==> src/rtl/alu_muldiv_seq.sv <==
// Small ALU with single-cycle logic/arith ops plus sequential shift-add MULTU
// and restoring DIVU writing the HI/LO pair.
module alu_muldiv_seq #(
  parameter int WIDTH = 32
) (
  input  logic             clk,
  input  logic             rst,
  input  logic             start,
  input  logic [3:0]       op,
  input  logic [WIDTH-1:0] a,
  input  logic [WIDTH-1:0] b,
  output logic             busy,
  output logic             done,
  output logic [WIDTH-1:0] result,
  output logic             div_zero,
  output logic [WIDTH-1:0] hi,
  output logic [WIDTH-1:0] lo
);

  localparam logic [1:0] IDLE = 2'd0;
  localparam logic [1:0] MUL  = 2'd1;
  localparam logic [1:0] DIV  = 2'd2;

  localparam logic [3:0] OP_MULTU = 4'b1000;
  localparam logic [3:0] OP_DIVU  = 4'b1001;
  localparam int         CW       = $clog2(WIDTH + 1);

  logic [1:0]       state;
  logic [CW-1:0]    cnt;
  logic             pend;
  logic [3:0]       op_r;
  logic [WIDTH-1:0] a_r;
  logic [WIDTH-1:0] b_r;
  logic [WIDTH-1:0] acc;
  logic [WIDTH-1:0] single_res;
  logic [WIDTH:0]   mul_sum;
  logic [WIDTH:0]   div_shift;
  logic [WIDTH:0]   div_diff;
  logic             div_ok;

  assign busy = (state != IDLE);

  always_comb begin
    single_res = '0;
    case (op_r)
      4'b0000: single_res = a_r & b_r;
      4'b0001: single_res = a_r | b_r;
      4'b0010: single_res = a_r + b_r;
      4'b0110: single_res = a_r - b_r;
      4'b0111: single_res = {{(WIDTH-1){1'b0}}, ($signed(a_r) < $signed(b_r))};
      4'b1100: single_res = ~(a_r | b_r);
      4'b1010: single_res = hi;
      4'b1011: single_res = lo;
      default: single_res = '0;
    endcase
  end

  // Multiply: {acc, a_r} is the product/multiplier shift register, b_r the multiplicand.
  // Divide: acc is the partial remainder, a_r shifts dividend out and quotient in.
  always_comb begin
    mul_sum   = {1'b0, acc} + (a_r[0] ? {1'b0, b_r} : '0);
    div_shift = {acc, a_r[WIDTH-1]};
    div_diff  = div_shift - {1'b0, b_r};
    div_ok    = (div_shift >= {1'b0, b_r});
  end

  always_ff @(posedge clk) begin
    if (rst) begin
      state    <= IDLE;
      cnt      <= '0;
      pend     <= 1'b0;
      op_r     <= '0;
      a_r      <= '0;
      b_r      <= '0;
      acc      <= '0;
      done     <= 1'b0;
      div_zero <= 1'b0;
      result   <= '0;
      hi       <= '0;
      lo       <= '0;
    end else begin
      done     <= 1'b0;
      div_zero <= 1'b0;
      pend     <= 1'b0;
      if (pend) begin
        result <= single_res;
        done   <= 1'b1;
      end
      case (state)
        IDLE: begin
          if (start) begin
            op_r <= op;
            a_r  <= a;
            b_r  <= b;
            acc  <= '0;
            if (op == OP_MULTU) begin
              state <= MUL;
              cnt   <= CW'(WIDTH);
            end else if (op == OP_DIVU) begin
              state <= DIV;
              cnt   <= CW'(WIDTH);
            end else begin
              pend <= 1'b1;
            end
          end
        end
        MUL: begin
          if (cnt != '0) begin
            acc <= mul_sum[WIDTH:1];
            a_r <= {mul_sum[0], a_r[WIDTH-1:1]};
            cnt <= cnt - 1'b1;
          end else begin
            hi     <= acc;
            lo     <= a_r;
            result <= a_r;
            done   <= 1'b1;
            state  <= IDLE;
          end
        end
        DIV: begin
          if (cnt != '0) begin
            acc <= div_ok ? div_diff[WIDTH-1:0] : div_shift[WIDTH-1:0];
            a_r <= {a_r[WIDTH-2:0], div_ok};
            cnt <= cnt - 1'b1;
          end else begin
            hi       <= acc;
            lo       <= a_r;
            result   <= a_r;
            div_zero <= (b_r == '0);
            done     <= 1'b1;
            state    <= IDLE;
          end
        end
        default: state <= IDLE;
      endcase
    end
  end

endmodule

==> config.mk <==
export PLATFORM = sky130hd
export DESIGN_NAME = alu_muldiv_seq
export DESIGN_NICKNAME = d
export VERILOG_FILES = /design/src/rtl/alu_muldiv_seq.sv
export SDC_FILE = /design/constraint.sdc
export NUM_CORES = 1
export LEC_CHECK = 0
export ABC_AREA = 1
export CAP_MARGIN = 30
export CORE_UTILIZATION = 35
export DETAILED_ROUTE_END_ITERATION = 16
export REMOVE_ABC_BUFFERS = 1
export SLEW_MARGIN = 15
export SYNTH_ARGS = -nofsm -noshare
export SYNTH_HDL_FRONTEND = slang
export SYNTH_SLANG_ARGS = --single-unit
==> constraint.sdc <==
create_clock -name clk -period 4.7 [get_ports clk]
set_input_delay 0.47 -clock clk [delete_from_list [all_inputs] [get_ports clk]]
set_output_delay 0.47 -clock clk [all_outputs]
set_load 0.02 [all_outputs]
; Word-level counts from Yosys, hierarchy flattened
; Cells that the tools add are included.
[word_totals]
reg_bits = 207
latch_bits = 0
mem_bits_rw = 0
mem_bits_ro = 0
input_bits = 71
out_inout_bits = 99
mem_count = 0
[classes]
addsub = 5
n_mul = 0
div = 0
n_lt_le_gt_ge = 2
n_eq_ne = 17
n_shift = 0
muxes = 28
bitwise = 7
n_reduce_logical = 15
[op_table]
columns = op, count
row1 = $mux W32, 11
row2 = $pmux W32 S8, 1
row3 = $pmux W32 S3, 2
row4 = $sub A32 B32 Y32, 2
row5 = $add A32 B32 Y33, 1
row6 = $ge A33 B32 Y1, 1
row7 = $add A32 B32 Y32, 1
row8 = $and A32 B32 Y32, 1
row9 = $logic_not A32 Y1, 1
row10 = $lt A32 B32 Y1, 1
row11 = $not A32 Y32, 1
row12 = $or A32 B32 Y32, 1
row13 = $mux W6, 4
row14 = $eq A4 B4 Y1 const B, 5
row15 = $pmux W6 S2, 1
row16 = $eq A4 B3 Y1 const B, 2
row17 = $mux W2, 4
row18 = $ne A2 B2 Y1 const B, 4
row19 = $reduce_and A4 Y1, 2
row20 = $reduce_bool A6 Y1, 1
row21 = $sub A6 B1 Y6 const B, 1
row22 = $eq A4 B1 Y1 const B, 1
row23 = $eq A4 B2 Y1 const B, 1
row24 = $logic_not A4 Y1, 1
row25 = other kinds (15), 23

; Logic depth before layout (Yosys ltp)
[logic_depth]
word_depth = 6
ltp_mapped = 20
depth_no_buf = 18

; Least setup slack after synthesis
; No wires, ideal clock.
[synth_path]
kind = reg2reg
from = register a_r[0]
to = register acc[8]
t_arrival_ns = 2.244
required_time_ns = 4.580
slack_ns = 2.336
path_stages_with_launch = 14
synth_period_minus_slack_ns = 2.364
cell_sequence = dfxtp_1 -> clkbuf_1 -> clkbuf_1 -> nand2_1 -> inv_1 -> ha_1 -> a21oi_1 -> a21boi_0 -> o21bai_1 -> or2_2 -> nand3_1 -> nand2_1 -> nand2_1 -> a21oi_1
[synth_via]
elab_chain_len = 4
[synth_rtl]
columns = element, line_no
row1 = "start, declared", 32  ; logic [WIDTH-1:0] a_r;
row2 = "start signal, assigned", 110  ; a_r <= {mul_sum[0], a_r[WIDTH-1:1]};
row3 = "start signal, assigned", 123  ; a_r <= {a_r[WIDTH-2:0], div_ok};
row4 = $mux W32, 61  ; mul_sum = {1'b0, acc} + (a_r[0] ? {1'b0, b_r} : '0);
row5 = $add A32 B32 Y33, 61
row6 = $mux W32, 108  ; if (cnt != '0) begin
row7 = $pmux W32 S3, 89  ; case (state)
row8 = "end signal, assigned", 109  ; acc <= mul_sum[WIDTH:1];
row9 = "end signal, assigned", 122  ; acc <= div_ok ? div_diff[WIDTH-1:0] : div_shift[WIDTH-1:0];
row10 = "end, declared", 34  ; logic [WIDTH-1:0] acc;
; No other way between the ends. The select of a mux whose other input is x is not followed.
; A chain may end at the register's enable or synchronous reset.

; Worst setup path after layout
[layout_path]
from = register b_r[1]
to = register acc[24]
[layout_via]
elab_chain_len = 4
[layout_rtl]
columns = element, line_no
row1 = "start, declared", 33  ; logic [WIDTH-1:0] b_r;
row2 = "start signal, assigned", 74  ; b_r <= '0;
row3 = "start signal, assigned", 94  ; b_r <= b;
row4 = "$sub A32 B32 Y32, or another cell as far along", 63  ; div_diff = div_shift - {1'b0, b_r};
row5 = $mux W32 or $add A32 B32 Y33 (tied branches), "122, 61"
row6 = "$mux W32, on equally long branches", "121, 108"
row7 = $pmux W32 S3 (*), 89
; Every way passes the cells marked *; elsewhere a longest branch is shown, timed or not. The select of a mux whose other input is x is not followed.

==> impl_results.md <==
- Status: finished clean
- Buf/Inv on CP: 2
- Max VDD drop: 0.000453 V
- Fin crit share: 75.1%
- Period minus WS final: 3530 ps
- Chip width: 240 µm
- CTS tree: built
- Worst-Margin Slew: 1010 ps
- Overall power: 13.2 mW
- Routability cong.: 0.986
- Crit-path cells: inv_1, ha_1, nand2_1, nor2_1, nand2_1, nand3_2, nand2_1, nand2_1, nand2_1, nand2_1, nand2_2, buf_4, nand2_2, nand2_1, nand3_1, nand2_1, nand2_1, a21oi_1
- Worst skew pair latency: 580 ps
- Busiest layer in global routing: met2
- Library cells used by synthesis: 45
- Die H: 240 µm
- Ranking of synthesized cells by area: dfxtp_1, nand2_1, ha_1, inv_1, a21oi_1
- Crit. End Element: flop
- MaxCap Viol Count: 0
- Overall routed net length: 86.7 mm
- Register area share after synthesis: 21.0%
- Antenna Nets Post-Route: 0
- RSZ-0062 raised after global routing: false
- Global route overflow: 0
- Mapped Avg Cell Area: 5.75 µm²
- Post-CTS sizing: 0
- Hold_ws: 349 ps
- Site row count: 86
- Met3 Usage GRT: 3.78%
- Initial antenna violation count: 0
- Root Driver: clkbuf_16
- Area share of the largest cell type after synthesis: 21.0%
- Cell count after synthesis: 3,434
- Core area: 55,400 µm²
- Crit path largest cell delay: 570 ps
- Clk slew on worst S/H paths: 60 ps
- Worst Skew: 35.8 ps
- Num Clock Sinks: 207
- Synth Warn #: 0
- Layout area overhead: 16.5%
- Synthesized cell area: 19,700 µm²
- Top FF cell, synth: dfxtp_1
- Share of post-route cells with drive strength above 1: 2.74%
- Count of endpoints failing setup in the final report: 0
- Nets@finish: 3,779
- # IOs: 170
- IO Port Bufs: 169
- Worst Setup Start Kind: flop
- Leading area contributor after synthesis: dfxtp_1
- Pin count of the biggest net entering global routing: 76
- Crit-path leading delay family: simple AND/OR/NAND/NOR gates
- CTS HTree Levels: 1
- Top cell by count, worst path: nand2_1
- Starting Density: 35.6%
- Vias/cell: 5.36
- First-pass GRT wire length: 130 mm
- Leakage power: 11.0 nW
- Postcts setup bufs: 0
- Slew margin rel.: 30.8%
- Post-synth ARST share: 0%
- CP Max Fanout: 33
- CTS buffer count: 26
- Crit path DAT: 4020 ps
- Full die area: 57,400 µm²
- Via count: 23,000
- Required time of the critical path: 5190 ps
- Pwr per Cell Area: 575 nW/µm²
- First-pass iteration count of the detailed router: 6
- Met2 usage: 47.6%
- Synth Register Bits: 207
- Slew Viols, Final: 0
- Critical path type: reg -> reg
- Final hold violation count: 0
- Post-DP HPWL: 69.7 mm
- Vias in the first global route: 21,700
- Critical path's slowest cell: dfxtp_1
- # hold bufs at CTS: 0
- DR iter-0 viols: 2,455
- Hold Path Class: in -> reg
- DRC: 0
- Wire per inst: 20.2 µm
- GRT Total Usage: 29.8%
- Clock buffer depth: 3
- FMAX: 283 MHz
- GR met1 Demand/Resource: 41.3%
- Post-synth EDFFs: 0
## cell families (layout without fill, tap and decap cells)
group                      count (synthesis)  in the layout  synth area share, %
DFF                                      207            207                 21.0
buffers and inverters                    657            769                 12.8
adders and majority gates                181            181                 11.6
other                                      0              1                    0
AOI/OAI and AO/OA                        664            664                 18.3
and+or+nand+nor                         1707           1707                 35.5
xor gates and xnor gates                  18             18                0.798
## state kept, by name, summed over array words and instances (netlist names), 2 cells and up
signal,cells
lo,32
acc,32
hi,32
state,2
cnt,6
op_r,4
b_r,32
result,32
a_r,32
## routing by layer
| metal | routed length, µm | vias to the layer above |
|---|---|---|
| met2 | 38400 | 972 |
| met1 | 38700 | 10600 |
| met5 | 0 | - |
| li1 | - | 11300 |
| met3 | 6810 | 134 |
| met4 | 2780 | 0 |
## cell type report
cell class	instances	area, µm²
diodes	1	2.50
clock buffers	35	734
clock inverters	12	156
fillers	6119	32400
inverters	525	1970
multi-input cells	2570	13100
flip-flops and latches	207	4140
well taps	748	936
repair buffers	197	1930
## cell usage after synthesis, drive strengths merged, types with 17 or more instances
cell type  count
clkbuf        98
inv          524
a211oi        17
o21ai        214
nor3          30
a31oi         43
nand3        262
nand4         34
o22ai         35
dfxtp        207
buf           34
ha           177
a21oi        302
nor2         238
nand2       1101
## worst reg2reg max path: cells and delay by family, from the launching register on
| family | cells | cell delay (ps) |
|---|---|---|
| buffers and inverters | 2 | 580 |
| flip-flops | 1 | 570 |
| adder cells (fa/ha/maj) | 1 | 410 |
| AND/OR/NAND/NOR | 14 | 1780 |
| AO/OA/AOI/OAI | 1 | 130 |
## power by group
group	leakage (nW)	switching, mW	internal [mW]
registers	1.69	0.544	2.17
clock network	0.439	0.858	1.26
logic	8.89	5.98	2.42
total	11.0	7.38	5.85
## worst paths after layout
check,from,end,slack (ps),cells after the start
setup reg to reg,b_r[1],acc[24],1170,18
setup / recovery,b_r[1],acc[24],1170,18
hold reg to reg,cnt[3],cnt[3],480,2
hold / removal,rst,done,350,2
## metrics by stage
stage                     std cells  TNS, ps  util, %  setup slack, ps  instance area [µm²]
after floorplan                3302   -80780        -            -1410                19200
after global placement         4245        0     39.8             1280                22100
after detailed placement       4246        0     39.9             1230                22100
after CTS                      4293        0     41.5             1200                23000
after global routing           4294        0     41.5              936                23000
final                          4295        0     41.5             1170                23000
## layout by cell type, fill, tap and decap left out, types with 6 or more instances in the layout
| master | instances |
|---|---|
| a211oi_1 | 17 |
| a31oi_1 | 42 |
| inv_2 | 6 |
| buf_4 | 27 |
| dfxtp_1 | 207 |
| clkbuf_16 | 26 |
| or2_2 | 7 |
| nand3_1 | 260 |
| nor2_1 | 234 |
| nand2_1 | 1097 |
| and2_1 | 6 |
| o221ai_1 | 6 |
| clkdlybuf4s50_1 | 168 |
| nor4_1 | 12 |
| inv_1 | 517 |
| nand4_1 | 34 |
| o21ai_0 | 213 |
| a221oi_1 | 8 |
| o21bai_1 | 14 |
| nor3_1 | 30 |
| o22ai_1 | 35 |
| ha_1 | 177 |
| nand3b_1 | 14 |
| a21oi_1 | 302 |
| o21a_1 | 6 |
| xnor2_1 | 16 |
Power figures use the tool's default switching activity.
